--- src/rtl/dma_pkg.sv ---
// Shared types and constants for the DMA command path.
package dma_pkg;

  localparam int DMA_ADDR_W  = 64;
  localparam int DMA_LEN_W   = 64;
  localparam int BOUNDARY_4K = 4096;

  localparam int CMDQ_FILL_LSB = 0;
  localparam int CMDQ_FILL_MSB = 7;
  localparam int CMDQ_FULL     = 8;
  localparam int CMDQ_EMPTY    = 9;
  localparam int CMDQ_OVF      = 10;

  typedef struct packed {
    logic [DMA_ADDR_W-1:0] src;
    logic [DMA_ADDR_W-1:0] dst;
    logic [DMA_LEN_W-1:0]  length;
  } dma_cmd_t;

  typedef enum logic [1:0] {
    BG_IDLE      = 2'd0,
    BG_LOAD      = 2'd1,
    BG_ISSUE     = 2'd2,
    BG_WAIT_DONE = 2'd3
  } bg_state_e;

endpackage

--- src/rtl/dma_cmd_fifo.sv ---
// Command queue: synchronous FIFO of dma_cmd_t with fill count and flush.
module dma_cmd_fifo
  import dma_pkg::*;
#(
  parameter int DEPTH = 8,
  localparam int AW   = $clog2(DEPTH)
) (
  input  logic        clk,
  input  logic        reset,
  input  logic        flush_i,
  input  logic        wr_en_i,
  input  dma_cmd_t    wr_data_i,
  input  logic        rd_en_i,
  output dma_cmd_t    rd_data_o,
  output logic [AW:0] count_o,
  output logic        full_o,
  output logic        empty_o
);

  dma_cmd_t      mem_q [DEPTH];
  logic [AW-1:0] wr_ptr_q, rd_ptr_q;
  logic [AW:0]   count_q;
  logic          push, pop;

  assign full_o  = (count_q == (AW+1)'(DEPTH));
  assign empty_o = (count_q == '0);
  assign push    = wr_en_i && !full_o;
  assign pop     = rd_en_i && !empty_o;

  always_ff @(posedge clk) begin
    if (reset || flush_i) begin
      wr_ptr_q <= '0;
      rd_ptr_q <= '0;
      count_q  <= '0;
    end else begin
      if (push) wr_ptr_q <= wr_ptr_q + AW'(1);
      if (pop)  rd_ptr_q <= rd_ptr_q + AW'(1);
      count_q <= count_q + (AW+1)'(push) - (AW+1)'(pop);
    end
  end

  always_ff @(posedge clk) begin
    if (push) mem_q[wr_ptr_q] <= wr_data_i;
  end

  assign rd_data_o = mem_q[rd_ptr_q];
  assign count_o   = count_q;

endmodule

--- src/rtl/dma_cmd_burst_gen.sv ---
// Splits queued DMA commands into line bursts that respect MAX_BURST and 4KB pages.
// state     | meaning
// IDLE      | waiting for a queued command; pops the head when present
// LOAD      | converts length to lines, loads burst address registers
// ISSUE     | presents bursts to the data mover until the last one is taken
// WAIT_DONE | waiting for the data mover to finish writing the last burst
module dma_cmd_burst_gen
  import dma_pkg::*;
#(
  parameter int ADDR_WIDTH     = 64,
  parameter int LEN_WIDTH      = 64,
  parameter int CMDQ_DEPTH     = 8,
  parameter int LINE_BYTES     = 64,
  parameter int MAX_BURST      = 4,
  parameter int BURSTCNT_WIDTH = 3
) (
  input  logic                      clk,
  input  logic                      reset,
  input  logic                      new_cmd,
  input  logic [ADDR_WIDTH-1:0]     cmd_src_addr,
  input  logic [ADDR_WIDTH-1:0]     cmd_dst_addr,
  input  logic [LEN_WIDTH-1:0]      cmd_xfer_length,
  input  logic                      sclr,
  input  logic                      clear_irq,
  output logic [63:0]               cmdq_status,
  output logic                      req_valid,
  input  logic                      req_ready,
  output logic [ADDR_WIDTH-1:0]     req_src_addr,
  output logic [ADDR_WIDTH-1:0]     req_dst_addr,
  output logic [BURSTCNT_WIDTH-1:0] req_burstcount,
  output logic                      req_last,
  input  logic                      done,
  output logic                      busy,
  output logic                      irq,
  output logic [63:0]               burst_cnt
);

  localparam int LINE_SHIFT = $clog2(LINE_BYTES);
  localparam int QAW        = $clog2(CMDQ_DEPTH);

  bg_state_e             state_q, state_d;
  dma_cmd_t              cmd_q, push_cmd, head_cmd;
  logic [ADDR_WIDTH-1:0] src_q, dst_q;
  logic [LEN_WIDTH-1:0]  rem_q, cmd_len;
  logic [63:0]           burst_cnt_q;
  logic                  irq_q, ovf_q;
  logic                  cmd_nonzero, pop, accept;
  logic                  q_full, q_empty;
  logic [QAW:0]          q_count;
  logic [12:0]           src_room, dst_room, bc_wide;

  assign cmd_nonzero = (cmd_xfer_length != '0);
  assign push_cmd    = '{src:    DMA_ADDR_W'(cmd_src_addr),
                         dst:    DMA_ADDR_W'(cmd_dst_addr),
                         length: DMA_LEN_W'(cmd_xfer_length)};

  dma_cmd_fifo #(.DEPTH(CMDQ_DEPTH)) u_cmdq (
    .clk       (clk),
    .reset     (reset),
    .flush_i   (sclr),
    .wr_en_i   (new_cmd && cmd_nonzero),
    .wr_data_i (push_cmd),
    .rd_en_i   (pop),
    .rd_data_o (head_cmd),
    .count_o   (q_count),
    .full_o    (q_full),
    .empty_o   (q_empty)
  );

  // Burst size is the tightest of: burst cap, lines left, and room before either 4KB page ends.
  always_comb begin
    src_room = (13'(BOUNDARY_4K) - {1'b0, src_q[11:0]}) >> LINE_SHIFT;
    dst_room = (13'(BOUNDARY_4K) - {1'b0, dst_q[11:0]}) >> LINE_SHIFT;
    bc_wide  = 13'(MAX_BURST);
    if (rem_q < LEN_WIDTH'(bc_wide)) bc_wide = rem_q[12:0];
    if (src_room < bc_wide)          bc_wide = src_room;
    if (dst_room < bc_wide)          bc_wide = dst_room;
  end

  always_comb begin
    state_d   = state_q;
    pop       = 1'b0;
    req_valid = 1'b0;
    case (state_q)
      BG_IDLE: begin
        if (!q_empty) begin
          pop     = 1'b1;
          state_d = BG_LOAD;
        end
      end
      BG_LOAD:      state_d = BG_ISSUE;
      BG_ISSUE: begin
        req_valid = 1'b1;
        if (req_ready && req_last) state_d = BG_WAIT_DONE;
      end
      BG_WAIT_DONE: if (done) state_d = BG_IDLE;
      default:      state_d = BG_IDLE;
    endcase
  end

  assign accept  = req_valid && req_ready;
  assign cmd_len = LEN_WIDTH'(cmd_q.length);

  always_ff @(posedge clk) begin
    if (reset || sclr) begin
      state_q     <= BG_IDLE;
      cmd_q       <= '0;
      src_q       <= '0;
      dst_q       <= '0;
      rem_q       <= '0;
      burst_cnt_q <= '0;
      irq_q       <= 1'b0;
      ovf_q       <= 1'b0;
    end else begin
      state_q <= state_d;
      if (pop) cmd_q <= head_cmd;
      if (state_q == BG_LOAD) begin
        src_q <= ADDR_WIDTH'(cmd_q.src);
        dst_q <= ADDR_WIDTH'(cmd_q.dst);
        rem_q <= (cmd_len >> LINE_SHIFT) + LEN_WIDTH'(|cmd_len[LINE_SHIFT-1:0]);
      end
      if (accept) begin
        src_q       <= src_q + (ADDR_WIDTH'(bc_wide) << LINE_SHIFT);
        dst_q       <= dst_q + (ADDR_WIDTH'(bc_wide) << LINE_SHIFT);
        rem_q       <= rem_q - LEN_WIDTH'(bc_wide);
        burst_cnt_q <= burst_cnt_q + 64'd1;
      end
      if (new_cmd && cmd_nonzero && q_full) ovf_q <= 1'b1;
      // done wins over a coincident clear so a completion is never lost
      if (state_q == BG_WAIT_DONE && done) irq_q <= 1'b1;
      else if (clear_irq)                  irq_q <= 1'b0;
    end
  end

  always_comb begin
    cmdq_status = '0;
    cmdq_status[CMDQ_FILL_MSB:CMDQ_FILL_LSB] = 8'(q_count);
    cmdq_status[CMDQ_FULL]  = q_full;
    cmdq_status[CMDQ_EMPTY] = q_empty;
    cmdq_status[CMDQ_OVF]   = ovf_q;
  end

  assign req_src_addr   = src_q;
  assign req_dst_addr   = dst_q;
  assign req_burstcount = BURSTCNT_WIDTH'(bc_wide);
  assign req_last       = (state_q == BG_ISSUE) && (LEN_WIDTH'(bc_wide) == rem_q);
  assign busy           = !q_empty || (state_q != BG_IDLE);
  assign irq            = irq_q;
  assign burst_cnt      = burst_cnt_q;

endmodule

--- config.mk ---
export PLATFORM = sky130hd
export DESIGN_NAME = dma_cmd_burst_gen
export DESIGN_NICKNAME = d
export VERILOG_FILES = /design/src/rtl/dma_pkg.sv /design/src/rtl/dma_cmd_fifo.sv /design/src/rtl/dma_cmd_burst_gen.sv
export SDC_FILE = /design/constraint.sdc
export NUM_CORES = 2
export LEC_CHECK = 0
export BUFFER_PORTS_ARGS = -buffer_cell sky130_fd_sc_hd__buf_2
export CELL_PAD_IN_SITES_DETAIL_PLACEMENT = 1
export CELL_PAD_IN_SITES_GLOBAL_PLACEMENT = 1
export CORE_MARGIN = 4
export CORE_UTILIZATION = 31
export CTS_CLUSTER_SIZE = 12
export DETAILED_ROUTE_END_ITERATION = 8
export GPL_ROUTABILITY_DRIVEN = 0
export GPL_TIMING_DRIVEN = 1
export PLACE_DENSITY = 0.58
export SLEW_MARGIN = 20
export SYNTH_ARGS = -nofsm -noshare
export SYNTH_HDL_FRONTEND = slang
export SYNTH_HIERARCHICAL = 1
export SYNTH_SLANG_ARGS = --single-unit
--- constraint.sdc ---
create_clock -name clk -period 30 [get_ports clk]
set_input_delay 6 -clock clk [delete_from_list [all_inputs] [get_ports clk]]
set_output_delay 6 -clock clk [all_outputs]
set_load 0.01 [all_outputs]
After elaboration in Yosys (flattened, before gate mapping). Memory sizes are Yosys's and may differ from the RTL's. A register that Yosys moved wholly into a read port is not among the register bits. Cells that the tools add are included.

Bits in registers: 270. Bits in writable memories: 1536. Bits of input ports: 199. Memories: 1.

Add/sub/neg operators: 11. Order comparisons: 3. Equal/unequal tests: 8. Muxes and demuxes: 20. Reduce and logical (&&, ||, !) cells: 20.

Memory list: u_cmdq.mem_q (depth 8, width 192, rd ports 1, clocked after Yosys merged registers in 1, wr ports 1, line dma_cmd_fifo.sv:20) `dma_cmd_t mem_q [DEPTH];`.

Operator list (count): 2-to-1 mux 64 bit (6); adder 64 x 19 -> 64 bit (2); adder 64 x 1 -> 64 bit, second input constant (1); == test 13 x 64 -> 1 bit (1); less-than comparator 64 x 3 -> 1 bit, second input constant (1); nonzero test 64 bit (1); subtractor 64 x 13 -> 64 bit (1); adder 58 x 1 -> 59 bit (1); 2-to-1 mux 13 bit (3); less-than comparator 7 x 13 -> 1 bit (2); subtractor 13 x 12 -> 13 bit, first input constant (2); logical AND 1 bit (8); case mux 2 bit (4 select lines) (1); 2-to-1 mux 1 bit (7); adder 3 x 1 -> 3 bit, second input constant (2); 2-to-1 mux 2 bit (3); inequality test 2 bit, second input constant (3); nonzero test 2 bit (3); OR reduction 6 bit (1); adder 4 x 1 -> 4 bit (1); == test 2 bit, second input constant (2); == test 4 bit, second input constant (1); logical NOT 4 bit (1); subtractor 4 x 1 -> 4 bit (1); other kinds (5) (7).

Longest topological paths before layout.
Word-level depth: 11. Depth in mapped cells: 32. Mapped depth without buffers: 30.

Modules after synthesis. Netlist, hierarchy kept.

Modules (own cells, without submodules): dma_cmd_fifo (times used 1, cells an instance 2300, area an instance 59290.6 um^2); dma_cmd_burst_gen (times used 1, cells an instance 3130, area an instance 24175.7 um^2).

Worst setup path after synthesis. Ideal clock, no wire load.

Kind: in2reg. From: input port cmd_xfer_length[31]. To: memory u_cmdq/mem_q[0][0] (netlist bit), enable pin. Library setup time: 1.216 ns. Arrival: 24.637 ns. Required time: 28.784 ns. Slack: 4.147 ns. Stages on the path: 5. Path through: nor4_1 > nand4_1 > o41a_1 > nand2_1 > nor4_1.

Longest elaborated chain between the ends: 5.

Ends and longest elaborated chain: start: declaration (line dma_cmd_burst_gen.sv:22) `input logic [LEN_WIDTH-1:0] cmd_xfer_length,`; nonzero test 64 bit (line dma_cmd_burst_gen.sv:52) `assign cmd_nonzero = (cmd_xfer_length != '0);`; logical AND 1 bit (line dma_cmd_burst_gen.sv:61) `.wr_en_i (new_cmd && cmd_nonzero),`; logical AND 1 bit (line dma_cmd_fifo.sv:27) `assign push = wr_en_i && !full_o;`; 2-to-1 mux 1 bit (line dma_cmd_fifo.sv:43) `if (push) mem_q[wr_ptr_q] <= wr_data_i;`; 2-to-1 mux 1 bit (not written as such) (line dma_cmd_fifo.sv:43); end: declaration (line dma_cmd_fifo.sv:20).

Every way passes these cells.

Worst setup path in the final report.
From: register src_q[5] (netlist: req_src_addr[5]). To: output port req_last.

Longest elaborated chain between the ends: 7.

Ends and longest elaborated chain: start: declaration (line dma_cmd_burst_gen.sv:43) `logic [ADDR_WIDTH-1:0] src_q, dst_q;`; start signal: assignment (line dma_cmd_burst_gen.sv:118) `src_q <= ADDR_WIDTH'(cmd_q.src);`; start signal: assignment (line dma_cmd_burst_gen.sv:123) `src_q <= src_q + (ADDR_WIDTH'(bc_wide) << LINE_SHIFT);`; subtractor 13 x 12 -> 13 bit (*) (line dma_cmd_burst_gen.sv:72) `src_room = (13'(BOUNDARY_4K) - {1'b0, src_q[11:0]}) >> LINE_SHIFT;`; less-than comparator 7 x 13 -> 1 bit (line dma_cmd_burst_gen.sv:76) `if (src_room < bc_wide) bc_wide = src_room;`; 2-to-1 mux 13 bit (*) (line dma_cmd_burst_gen.sv:76); less-than comparator 7 x 13 -> 1 bit (line dma_cmd_burst_gen.sv:77) `if (dst_room < bc_wide) bc_wide = dst_room;`; 2-to-1 mux 13 bit (*) (line dma_cmd_burst_gen.sv:77); == test 13 x 64 -> 1 bit (*) (line dma_cmd_burst_gen.sv:146) `assign req_last = (state_q == BG_ISSUE) && (LEN_WIDTH'(bc_wide) == rem_q);`; logical AND 1 bit (*) (line dma_cmd_burst_gen.sv:146); end: declaration (line dma_cmd_burst_gen.sv:31) `output logic req_last,`.

Every way passes the cells marked *; elsewhere a longest branch is shown, timed or not.

==> out/results.tsv <==
metric	value	unit
largest net degree at the start of global routing	149	
Post-Syn Instances	5430	
Critical Path Source Type	register	
WP data arrival	8.52	ns
final WL	244	mm
global-route wire length before repair	359	mm
Hold Path Class	register to register	
Int Power	4720	uW
initial antenna violation count	99	
fillcell total	27500	
Die Ht	527	um
IO Port Bufs	404	
status	completed	
CP endpoint kind	output port	
Max Slew Vio Count	0	
top cell type's share of synthesized area	55.3	%
PostCTS Resize Cnt	0	
Ports	462	
slowest CP cell	nor4_1	
number of global-route vias before repair	51900	
Clock Sink Count	2001	
sequential cell area fraction in the yosys report	66.4	%
post-synth cell types	89	
Core Area	268000	sq um
synth top area cells	edfxtp_1 (55%), dfxtp_1 (11%), mux4_1 (7.6%), mux4_2 (3.8%), mux2_2 (2.8%)	
Tightest Pin Transition	1.14	ns
max cap viols	0	
sequential power share	49.5	%
worst setup path start	req_src_addr[5]	
H-tree depth	4	
DR WL/cell	25.3	um
Syn-to-layout area delta	15.5	%
setup TNS	0	ns
DR vias	49700	
Initial Utilization	31.2	%
die width	527	um
Die Area	278000	sq um
RR Startpoint	req_src_addr[5]	
RSZ-0062 raised after global routing	false	
CTS Buf Count	227	
Post-Syn Area	83500	sq um
fin crit share	48.4	%
Tot GR Track Use	17.2	%
Final nets	6150	
Final HPWL DP	154	mm
cts-stage hold buffer count	0	
cell taking the most area after synthesis	edfxtp_1	
Via density	5.15	
R2R depth	29	
CP bufs+invs	2	
clk slew on worst S/H paths	0.06	ns
Max-slew headroom	23.1	%
Setup CP Type	register to output port	
Pre-antenna DRT Iters	5	
Root Driver	clkbuf_16	
worst-case clock skew	0.0688	ns
Mapped Avg Cell Area	15.4	sq um
Syn. warnings	6	
post-layout min period	14.52	ns
Pleak	0.0313	uW
number of synthesized flops with an enable pin	1536	
R2R Setup Slk	21.15	ns
Primary FF master, synth	edfxtp_1	
final setup vio count	0	
# Post-CTS Setup Buffers	0	
clock share of power	42.8	%
share of cells above drive strength 1	20.1	%
detailed-route DRC error count	0	
grt ovf	0	
row cnt	190	
DRT antenna net count	0	
worst flop-to-flop path endpoint	rem_q[62]	
f_max	68.9	MHz
placed inst area	89300	sq um
placed cells	9203	
clk buf depth	4	
Final Hold Vio Count	0	
Logic pwr share	7.7	%
CP delay by family, top	simple AND/OR/NAND/NOR gates	
max incr delay on CP	0.87	ns
Max VDD drop	48.7	uV
final hold slack	0.455	ns
Skew-Pair Late Insertion Delay	0.91	ns
flop and latch count out of synthesis	2001	
Stages on worst setup path	25	
Worst path most repeated cell	ha_1	
final instance area	96400	sq um
post-synthesis async set-or-reset flop share	0	%
CP required	24.00	ns
switching share of power	23.9	%
Max FO, Critical Path	15	
post-route insts no fill	9649	
P_sw	1480	uW
PD cells	64.2	nW/um^2
DRT iter0 DRCs	3140	
TritonCTS clock tree	yes	
CP endpoint	req_last	
-- per-stage QoR --
step	setup slack, ns	power [uW]	util [%]
final	15.48	6200	36.0
after detailed placement	16.08	3610	33.3
after global routing	14.72	6450	36.0
after CTS	15.05	6290	36.0
after floorplan	4.15	3430	-
after global placement	16.19	3600	33.3
-- state kept, by name, summed over array words and instances (netlist names), named ones only --
name and count:
req_dst_addr 64, u_cmdq/wr_ptr_q 3, burst_cnt 64, req_src_addr 64, cmd_q 128, cmd_len 64, ovf_q 1, rem_q 64
irq 1, u_cmdq/rd_ptr_q 3, u_cmdq/mem_q 1536, u_cmdq/count_o 4, state_q 2
-- cells by family after synthesis --
logic type | share of synthesized area [%]
DFF | 66.4
and+or+nand+nor | 7.72
AOI/OAI and AO/OA | 5.86
muxes | 14.8
buffers and inverters | 2.54
xor gates and xnor gates | 1.57
adders and majority gates | 1.09
other | 0.00900
-- synth_stat cells, drive strengths merged (42+ instances only) --
cell type  instances
nand2            587
nand4             72
mux2             208
inv               66
mux2i             44
nor2             228
nor4              62
nor3              99
a21oi            331
and3              42
xnor2             68
ha                66
mux4             384
edfxtp          1536
o21ai            142
xor2              82
a211oi            84
buf              151
clkbuf           198
nand3            109
dfxtp            465
-- worst min-delay path, cell delays in order (launching register included) --
cell and delay, ns:
dfxtp_1 0.31, nand2_1 0.05, a21oi_1 0.05
-- power by group through the flow --
stage	Combinational [uW]	Clock (uW)	Sequential (uW)
floorplan	294	0	3140
global placement	475	0	3120
detailed placement	485	0	3130
CTS	487	2740	3070
global route	522	2860	3070
finish	476	2650	3070
-- layout make-up --
type	instances	area, sq um	share of cell area (%)
antenna	31	77.6	0.0804
clock buffer	300	6170	6.39
clock inverter	114	928	0.963
inverter	66	255	0.265
multi-input combinational	3091	26300	27.3
sequential	2001	55400	57.5
tap	3552	4440	4.61
timing repair buffer	494	2810	2.91
-- worst min path at each step --
stage	from	end	slack, ns	cells past startpoint
final	cmd_q[71]	cmd_q[71]	0.45	2
after global routing	cmd_q[89]	cmd_q[89]	0.47	2
after CTS	cmd_q[117]	req_dst_addr[53]	0.45	2
after global placement	rem_q[63]	rem_q[63]	0.43	1
after detailed placement	cmd_q[111]	cmd_q[111]	0.45	2
after floorplan	rem_q[63]	rem_q[63]	0.42	1
-- per-layer routing --
layer | GRT usage [%] | wire length (um)
met4 | 4.49 | 6750
met3 | 4.55 | 15500
met5 | 0 | 544
met2 | 27.5 | 113000
met1 | 23.1 | 109000
-- cell usage in the layout (no fill, tap or decap), types with 14 or more instances in the layout --
cell,n
and4_1,21
clkbuf_8,19
buf_4,82
clkinvlp_4,16
dfxtp_1,462
mux4_2,141
nand2_1,585
mux4_1,243
a211oi_1,83
inv_1,65
mux2_2,206
a21o_1,14
nor3_1,95
a21oi_1,329
xnor2_1,68
clkbuf_16,228
a31oi_1,41
xor2_1,82
nor2_1,221
edfxtp_1,1536
clkbuf_1,53
o211ai_1,22
diode_2,31
o21a_1,15
and3_1,42
nand4_1,72
or4_1,17
clkinv_2,37
nand3_1,108
nor4_1,56
conb_1,79
o21ai_0,138
a311oi_1,26
buf_2,404
and2_1,20
or3_1,31
nand2b_1,29
ha_1,65
clkinv_1,39
mux2i_1,44
Power figures use the tool's default switching activity.
